[src/rtl/mul8_sequencer_if.sv]
// rtl/mul8_sequencer_if.sv - start/busy/done handshake and shared-adder operand bus for mul8_sequencer
interface mul8_sequencer_if;
    logic        start;
    logic [7:0]  multiplicand;
    logic [7:0]  multiplier;
    logic        busy;
    logic        done;
    logic [15:0] product;
    logic [7:0]  add_a;
    logic [7:0]  add_b;
    logic [7:0]  add_sum;
    logic        add_cout;

    // Requester side: issues operands and models the external adder
    modport master (
        output start, multiplicand, multiplier, add_sum, add_cout,
        input  busy, done, product, add_a, add_b
    );

    // Sequencer side
    modport slave (
        input  start, multiplicand, multiplier, add_sum, add_cout,
        output busy, done, product, add_a, add_b
    );
endinterface

[src/rtl/mul8_sequencer.sv]
// rtl/mul8_sequencer.sv - 8x8 shift-and-add multiplier sequenced over a shared 8-bit adder (option: MUL8_ZERO_BYPASS_EN)
module mul8_sequencer #(
    parameter int ADD_SETTLE = 0
) (
    input  logic            clk,
    input  logic            rst_n,
    mul8_sequencer_if.slave bus
);

    typedef enum logic [1:0] {IDLE, ADD, WAIT, DONE} state_t;

    localparam logic [1:0] SETTLE = 2'(ADD_SETTLE);

    state_t      state;
    logic [7:0]  acc;
    logic [7:0]  q;
    logic [7:0]  m;
    logic [3:0]  cnt;
    logic [1:0]  wcnt;
    logic [15:0] product_r;
    logic        busy_r;
    logic        done_r;

    // The 9-bit adder result shifts right into ACC:Q, so the carry lands in ACC[7]
    logic [7:0] acc_next;
    logic [7:0] q_next;
    assign acc_next = {bus.add_cout, bus.add_sum[7:1]};
    assign q_next   = {bus.add_sum[0], q[7:1]};

    assign bus.busy    = busy_r;
    assign bus.done    = done_r;
    assign bus.product = product_r;

    // Operands reach the adder only while an iteration is in flight
    always_comb begin
        bus.add_a = '0;
        bus.add_b = '0;
        if (state == ADD || state == WAIT) begin
            bus.add_a = acc;
            bus.add_b = q[0] ? m : '0;
        end
    end

    // Control FSM with datapath registers and registered handshake outputs
    always_ff @(posedge clk or negedge rst_n) begin
        if (!rst_n) begin
            state     <= IDLE;
            acc       <= '0;
            q         <= '0;
            m         <= '0;
            cnt       <= '0;
            wcnt      <= '0;
            product_r <= '0;
            busy_r    <= 1'b0;
            done_r    <= 1'b0;
        end else begin
            case (state)
                IDLE: begin
                    done_r <= 1'b0;
                    if (bus.start) begin
                        busy_r <= 1'b1;
                        acc    <= '0;
                        q      <= bus.multiplier;
                        m      <= bus.multiplicand;
                        cnt    <= 4'd8;
                        wcnt   <= SETTLE;
`ifdef MUL8_ZERO_BYPASS_EN
                        if (bus.multiplicand == 8'd0 || bus.multiplier == 8'd0) begin
                            product_r <= '0;
                            done_r    <= 1'b1;
                            state     <= DONE;
                        end else begin
                            state <= (ADD_SETTLE == 0) ? ADD : WAIT;
                        end
`else
                        state <= (ADD_SETTLE == 0) ? ADD : WAIT;
`endif
                    end
                end
                WAIT: begin
                    wcnt <= wcnt - 2'd1;
                    if (wcnt == 2'd1) begin
                        state <= ADD;
                    end
                end
                ADD: begin
                    acc <= acc_next;
                    q   <= q_next;
                    cnt <= cnt - 4'd1;
                    if (cnt == 4'd1) begin
                        product_r <= {acc_next, q_next};
                        done_r    <= 1'b1;
                        state     <= DONE;
                    end else if (ADD_SETTLE != 0) begin
                        wcnt  <= SETTLE;
                        state <= WAIT;
                    end
                end
                DONE: begin
                    done_r <= 1'b0;
                    busy_r <= 1'b0;
                    state  <= IDLE;
                end
                default: begin
                    state <= IDLE;
                end
            endcase
        end
    end

endmodule
[src/flat_wrapper.sv]
// flat-port wrapper written by rule: the top's interface ports become plain ports
module mul8_sequencer_flat 
#(
    parameter int ADD_SETTLE = 0
)
  (clk, rst_n, bus_start, bus_multiplicand, bus_multiplier, bus_add_sum, bus_add_cout, bus_busy, bus_done, bus_product, bus_add_a, bus_add_b);
  mul8_sequencer_if bus_i ();
  input  logic clk;
  input  logic rst_n;
  input wire logic [$bits(bus_i.start)-1:0] bus_start;
  input wire logic [$bits(bus_i.multiplicand)-1:0] bus_multiplicand;
  input wire logic [$bits(bus_i.multiplier)-1:0] bus_multiplier;
  input wire logic [$bits(bus_i.add_sum)-1:0] bus_add_sum;
  input wire logic [$bits(bus_i.add_cout)-1:0] bus_add_cout;
  output wire logic [$bits(bus_i.busy)-1:0] bus_busy;
  output wire logic [$bits(bus_i.done)-1:0] bus_done;
  output wire logic [$bits(bus_i.product)-1:0] bus_product;
  output wire logic [$bits(bus_i.add_a)-1:0] bus_add_a;
  output wire logic [$bits(bus_i.add_b)-1:0] bus_add_b;
  assign bus_i.start = bus_start;
  assign bus_i.multiplicand = bus_multiplicand;
  assign bus_i.multiplier = bus_multiplier;
  assign bus_i.add_sum = bus_add_sum;
  assign bus_i.add_cout = bus_add_cout;
  assign bus_busy = bus_i.busy;
  assign bus_done = bus_i.done;
  assign bus_product = bus_i.product;
  assign bus_add_a = bus_i.add_a;
  assign bus_add_b = bus_i.add_b;
  mul8_sequencer #(.ADD_SETTLE(ADD_SETTLE)) u_core (.clk(clk), .rst_n(rst_n), .bus(bus_i));
endmodule
[config.mk]
export PLATFORM = sky130hd
export DESIGN_NAME = mul8_sequencer_flat
export DESIGN_NICKNAME = d
export VERILOG_FILES = /design/src/rtl/mul8_sequencer_if.sv /design/src/rtl/mul8_sequencer.sv /design/src/flat_wrapper.sv
export SDC_FILE = /design/constraint.sdc
export NUM_CORES = 1
export LEC_CHECK = 0
export ABC_CLOCK_PERIOD_IN_PS = 2500
export CAP_MARGIN = 30
export CORE_MARGIN = 5
export CORE_UTILIZATION = 45
export CTS_CLUSTER_DIAMETER = 100
export DETAILED_ROUTE_END_ITERATION = 8
export HOLD_SLACK_MARGIN = 0.08
export PLACE_DENSITY = 0.78
export REMOVE_ABC_BUFFERS = 1
export SLEW_MARGIN = 20
export SYNTH_ARGS = -nofsm -noshare
export SYNTH_HDL_FRONTEND = slang
export SYNTH_SLANG_ARGS = --single-unit
[constraint.sdc]
create_clock -name clk -period 2.5 [get_ports clk]
set_input_delay 0.25 -clock clk [delete_from_list [all_inputs] [get_ports clk]]
set_output_delay 0.25 -clock clk [all_outputs]
set_load 0.1 [all_outputs]
After elaboration in Yosys (flattened, before gate mapping)
Index checks and enable logic that the tools add are counted.
W data, S select, Z words.
{ "totals": {"word_cells": 52, "out_inout_bits": 34, "register_bits": 50, "input_bits": 28} }
{ "op_classes": {"eq_ne": 8, "n_addsub": 2, "n_reduce_logical": 14, "n_mux": 19} }
{ "ops": {"columns": ["operator", "n"], "rows": [
  ["$mux W8", 5],
  ["$pmux W8 S2", 2],
  ["$reduce_and A2 Y1", 6],
  ["$mux W2", 4],
  ["$pmux W2 S4", 1],
  ["$pmux W4 S2", 1],
  ["$reduce_bool A2 Y1", 4],
  ["$ne A2 B2 Y1 const B", 3],
  ["$eq A2 B1 Y1 const B", 2],
  ["$eq A2 B2 Y1 const B", 2],
  ["$eq A4 B1 Y1 const B", 1],
  ["$mux W4", 1],
  ["$pmux W1 S2", 2],
  ["$pmux W2 S2", 1],
  ["$sub A4 B1 Y4 const B", 1],
  ["$reduce_and A3 Y1", 1],
  ["$logic_not A2 Y1", 1],
  ["$mux W1", 2],
  ["$reduce_or A2 Y1", 1],
  ["$sub A2 B1 Y2 const B", 1],
  ["$logic_or A1 B1 Y1", 1]
]} }

Longest topological paths before layout
Gate-level depths: netlist (run 1).
{ "depth": {"depth_word": 4, "ltp_mapped": 7, "depth_no_buf": 5} }

Least setup slack after synthesis (run 1)
Ideal clock, no wire load.
{ "synth_path": {"path_type": "register to output", "startpoint": "reg u_core.state[0]", "endpoint": "out bus_add_b[2]", "setup_slack_ns": 0.417, "n_path_buf": 1, "arrival_time_ns": 1.833, "required_ns": 2.250, "path_stages_with_launch": 5, "cell_sequence": "dfrtp_1 inv_1 ha_1 clkbuf_1 and3_1"} }
{ "synth_via": {"elab_chain_cells": 3, "elab_cells_between_ends": 4, "cone_classes": "eq/ne: 2; mux: 1; reduce/logical: 1"} }
{ "synth_lines": {"columns": ["item", "line", "rtl"], "rows": [
  ["start, declared", "mul8_sequencer.sv:14", "state_t state;"],
  ["start signal, assigned", "mul8_sequencer.sv:76", "state <= (ADD_SETTLE == 0) ? ADD : WAIT;"],
  ["$eq A2 B1 Y1 or $eq A2 B2 Y1 (tied branches)", "mul8_sequencer.sv:38", "if (state == ADD || state == WAIT) begin"],
  ["$logic_or A1 B1 Y1 (*)", "mul8_sequencer.sv:38", null],
  ["$mux W8 (*)", "mul8_sequencer.sv:38", null],
  ["end, declared", "flat_wrapper.sv:19", "output wire logic [$bits(bus_i.add_b)-1:0] bus_add_b;"]
]} }
Mark *: on every way between the ends. The rest lies on a longest branch, timed or not.

Worst setup path after layout (run 1)
{ "layout_path": {"startpoint": "reg u_core.state[1]", "endpoint": "out bus_add_b[1]"} }
Same word-level chain as after synthesis.

==> results of run 1 <==
==> Yosys cell counts, types with 2 or more instances <==
library cell | instances | area [um^2]
nor3_1 | 2 | 10.0
and3_1 | 8 | 50.1
nand2b_1 | 2 | 12.5
nor2b_1 | 3 | 18.8
mux2_4 | 10 | 150
buf_2 | 4 | 20.0
dfrtp_1 | 50 | 1250
inv_1 | 6 | 22.5
nand2_1 | 17 | 63.8
mux2_2 | 14 | 158
o21ai_0 | 14 | 70.1
ha_1 | 8 | 100
a22o_1 | 8 | 70.1
and2_1 | 8 | 50.1
a21oi_1 | 2 | 10.0
mux2i_1 | 11 | 110
==> what timing repair did <==
item / in CTS / in global routing
hold buffers: 1 / 0
endpoints found under the hold margin: 14 / 0
buffers inserted: 0 / 0
resized for setup: 0 / 0
==> kinds of logic after synthesis <==
group	after synthesis
fa+ha+maj	8
buf+inv	13
compound gates	28
simple gates	45
flops	50
mux	36
==> cell usage in the layout, fill, tap and decap left out, drive strengths merged <==
cell            n
clkdlybuf4s50  26
nor2            2
and3            8
dfrtp          50
dlygate4sd3     1
clkbuf          6
ha              8
and2            8
o21ai          14
nand4           1
nand2          17
inv             6
buf            39
nor2b           3
a32o            1
nor3            2
nand2b          2
a211oi          1
or3b            1
clkinv          2
o32a            1
o311a           1
a22o            8
and2b           1
a21oi           2
mux2i          12
mux2           24
==> per-stage QoR <==
step	cells	util, %
floorplan	173	-
global placement	308	61.1
detailed placement	308	61.1
CTS	317	63.1
global route	317	63.1
finish	317	63.1
==> worst max path at each step <==
stage                     slack (ns)                     to  depth (start not counted)
after global placement          0.62  u_core.bus.product[5]                          5
after floorplan                 0.47  u_core.bus.product[0]                          5
after global routing            0.20           bus_add_b[3]                          4
after detailed placement        0.55  u_core.bus.product[1]                          5
after CTS                       0.33           bus_add_b[5]                          4
final                           0.36           bus_add_b[1]                          4
==> per-layer routing <==
| metal | track usage [%] | wire length, um | up-vias | part of all wire [%] |
|---|---|---|---|---|
| met4 | 5.74 | 63 | 0 | 1.3 |
| met2 | 26.3 | 2500 | 38 | 51 |
| li1 | - | - | 760 | - |
| met3 | 3.99 | 234 | 7 | 4.8 |
| met5 | 0 | 0 | - | 0 |
| met1 | 20.6 | 2120 | 808 | 43 |
==> worst max-delay path: cells and delay by family (launching register included) <==
family / cells / cell delay (ns)
flip-flops: 1 / 0.43
buffers and inverters: 2 / 0.26
AND/OR/NAND/NOR: 1 / 0.29
adder cells (fa/ha/maj): 1 / 0.60
==> final cells by class <==
cell class / instances / share of cell area (%)
multi-input combinational: 117 / 30.5
timing repair buffer: 66 / 23.9
clock inverter: 2 / 0.433
sequential: 50 / 39.4
clock buffer: 6 / 2.28
tap: 70 / 2.75
inverter: 6 / 0.708
==> registers in the layout, indices dropped and copies added (netlist names) <==
name                count
u_core.wcnt             2
u_core.bus.product     16
u_core.acc              8
u_core.bus.busy         1
u_core.m                8
u_core.bus.done         1
u_core.cnt              4
u_core.state            2
u_core.q                8
==> results.json, run 1 <==
{
  "clkLatencyLatePin_ns": 0.30,
  "crit_start": "u_core.state[1]",
  "required_ns": 2.25,
  "synth-simple-area-share_pct": 11.0,
  "synth.area.mux_share_pct": 18.8,
  "cts_root_buf": "clkbuf_8",
  "synth_compound_area_share_pct": 8.19,
  "nNetsFinal": 282,
  "maxSlewHeadroom_pct": 52.8,
  "timing_hold_violations_final": 0,
  "avgSynthCellArea_um2": 12.7,
  "final.setup.worst_slack_ns": 0.359,
  "die_x_um": 81.4,
  "end_kind": "output pin",
  "syn_inst": 180,
  "critPathMaxStageDelay_ns": 0.60,
  "yosysSeqAreaShare_pct": 54.6,
  "hpwl_mm": 3.72,
  "cap_violations": 0,
  "synthAdderAreaFrac_pct": 4.37,
  "place_ws_ns": 0.555,
  "arrival_ns": 1.89,
  "cpMaxStageDelayCell": "ha_1",
  "cts_made_buffers": 5,
  "min_period_ns": 2.14,
  "die_area_um2": 6620,
  "post-route-period-util_pct": 85.6,
  "clk_pin_slew_ns": 0.09,
  "r2r_start": "u_core.cnt[1]",
  "ys_ff_latch": 50,
  "syn_area_um2": 2290,
  "yosysWarnings": 0,
  "synth_xor_area_share_pct": 0,
  "synth_top_family_by_area": "multiplexers",
  "cts-htree-levels": 2,
  "tightest_slew_ns": 0.705,
  "drt_iter0_drc": 89,
  "synth_flop_cell": "dfrtp_1",
  "routed_wl_mm": 4.92,
  "die_h_um": 81.4,
  "rows": 26,
  "diodes": 0,
  "gp_congestion": 0.756,
  "track_usage_pct": 16.1,
  "final_max_slew_viol_count": 0,
  "fmax_ghz": 0.467,
  "num-fill-cells": 392,
  "crit_chain": "inv_1 > ha_1 > and3_1 > buf_12",
  "core_area_um2": 5040,
  "async_flop_share_pct": 100,
  "wl_per_cell_um": 15.5,
  "timing.setup.tns_ns": 0,
  "worst-setup-path-type": "reg -> out",
  "cts_sinks": 50,
  "r2r_slack_ns": 0.54,
  "reg2reg_depth": 5,
  "initial_core_util_pct": 45.5,
  "drive_gt1_share_pct": 29.1,
  "cp-start-kind": "register",
  "place_area_um2": 3080,
  "synth.distinct_cells": 29,
  "setup_viol_count_final": 0,
  "first_global_vias": 1672,
  "outcome": "finished, final reports clean",
  "cts_tree": "built",
  "finClkSkew_ns": 0.00983,
  "drtAntennaViolNets": 0,
  "grt.overflow.total": 0,
  "seqCellArea_um2": 1250,
  "rsz0062_at_grt": "false",
  "viasPerCell": 5.09,
  "hold_path_class": "in -> async",
  "grt_pass1_wl_mm": 8.05,
  "r2r-end": "u_core.bus.product[1]",
  "cp_max_fo": 18,
  "route.detailed.drc": 0,
  "cts_buffer_depth": 2,
  "multi_input_area_um2": 971,
  "io_buffers": 61,
  "syn2layout_area_growth_pct": 38.7,
  "grt_antenna_before_repair": 0,
  "synth_edf_count": 0,
  "firstDrtPassIters": 4,
  "stdcell_area_um2": 3180,
  "pin_count": 62,
  "whs_ns": 0.381,
  "grt_max_degree": 29,
  "num_vias": 1613
}
Power of run 1 is left out: the tool's default activity adds up to more than one toggle a clock period on the data nets, which glitch-free logic cannot reach.
==> inputs of run 2 (changes only) <==
CTS_CLUSTER_SIZE = 28   (was default)
==> results of run 2 <==
Same layout as run 1: the final DEF is identical, and so are final timing and power.
Power of run 2 is left out for the same reason.
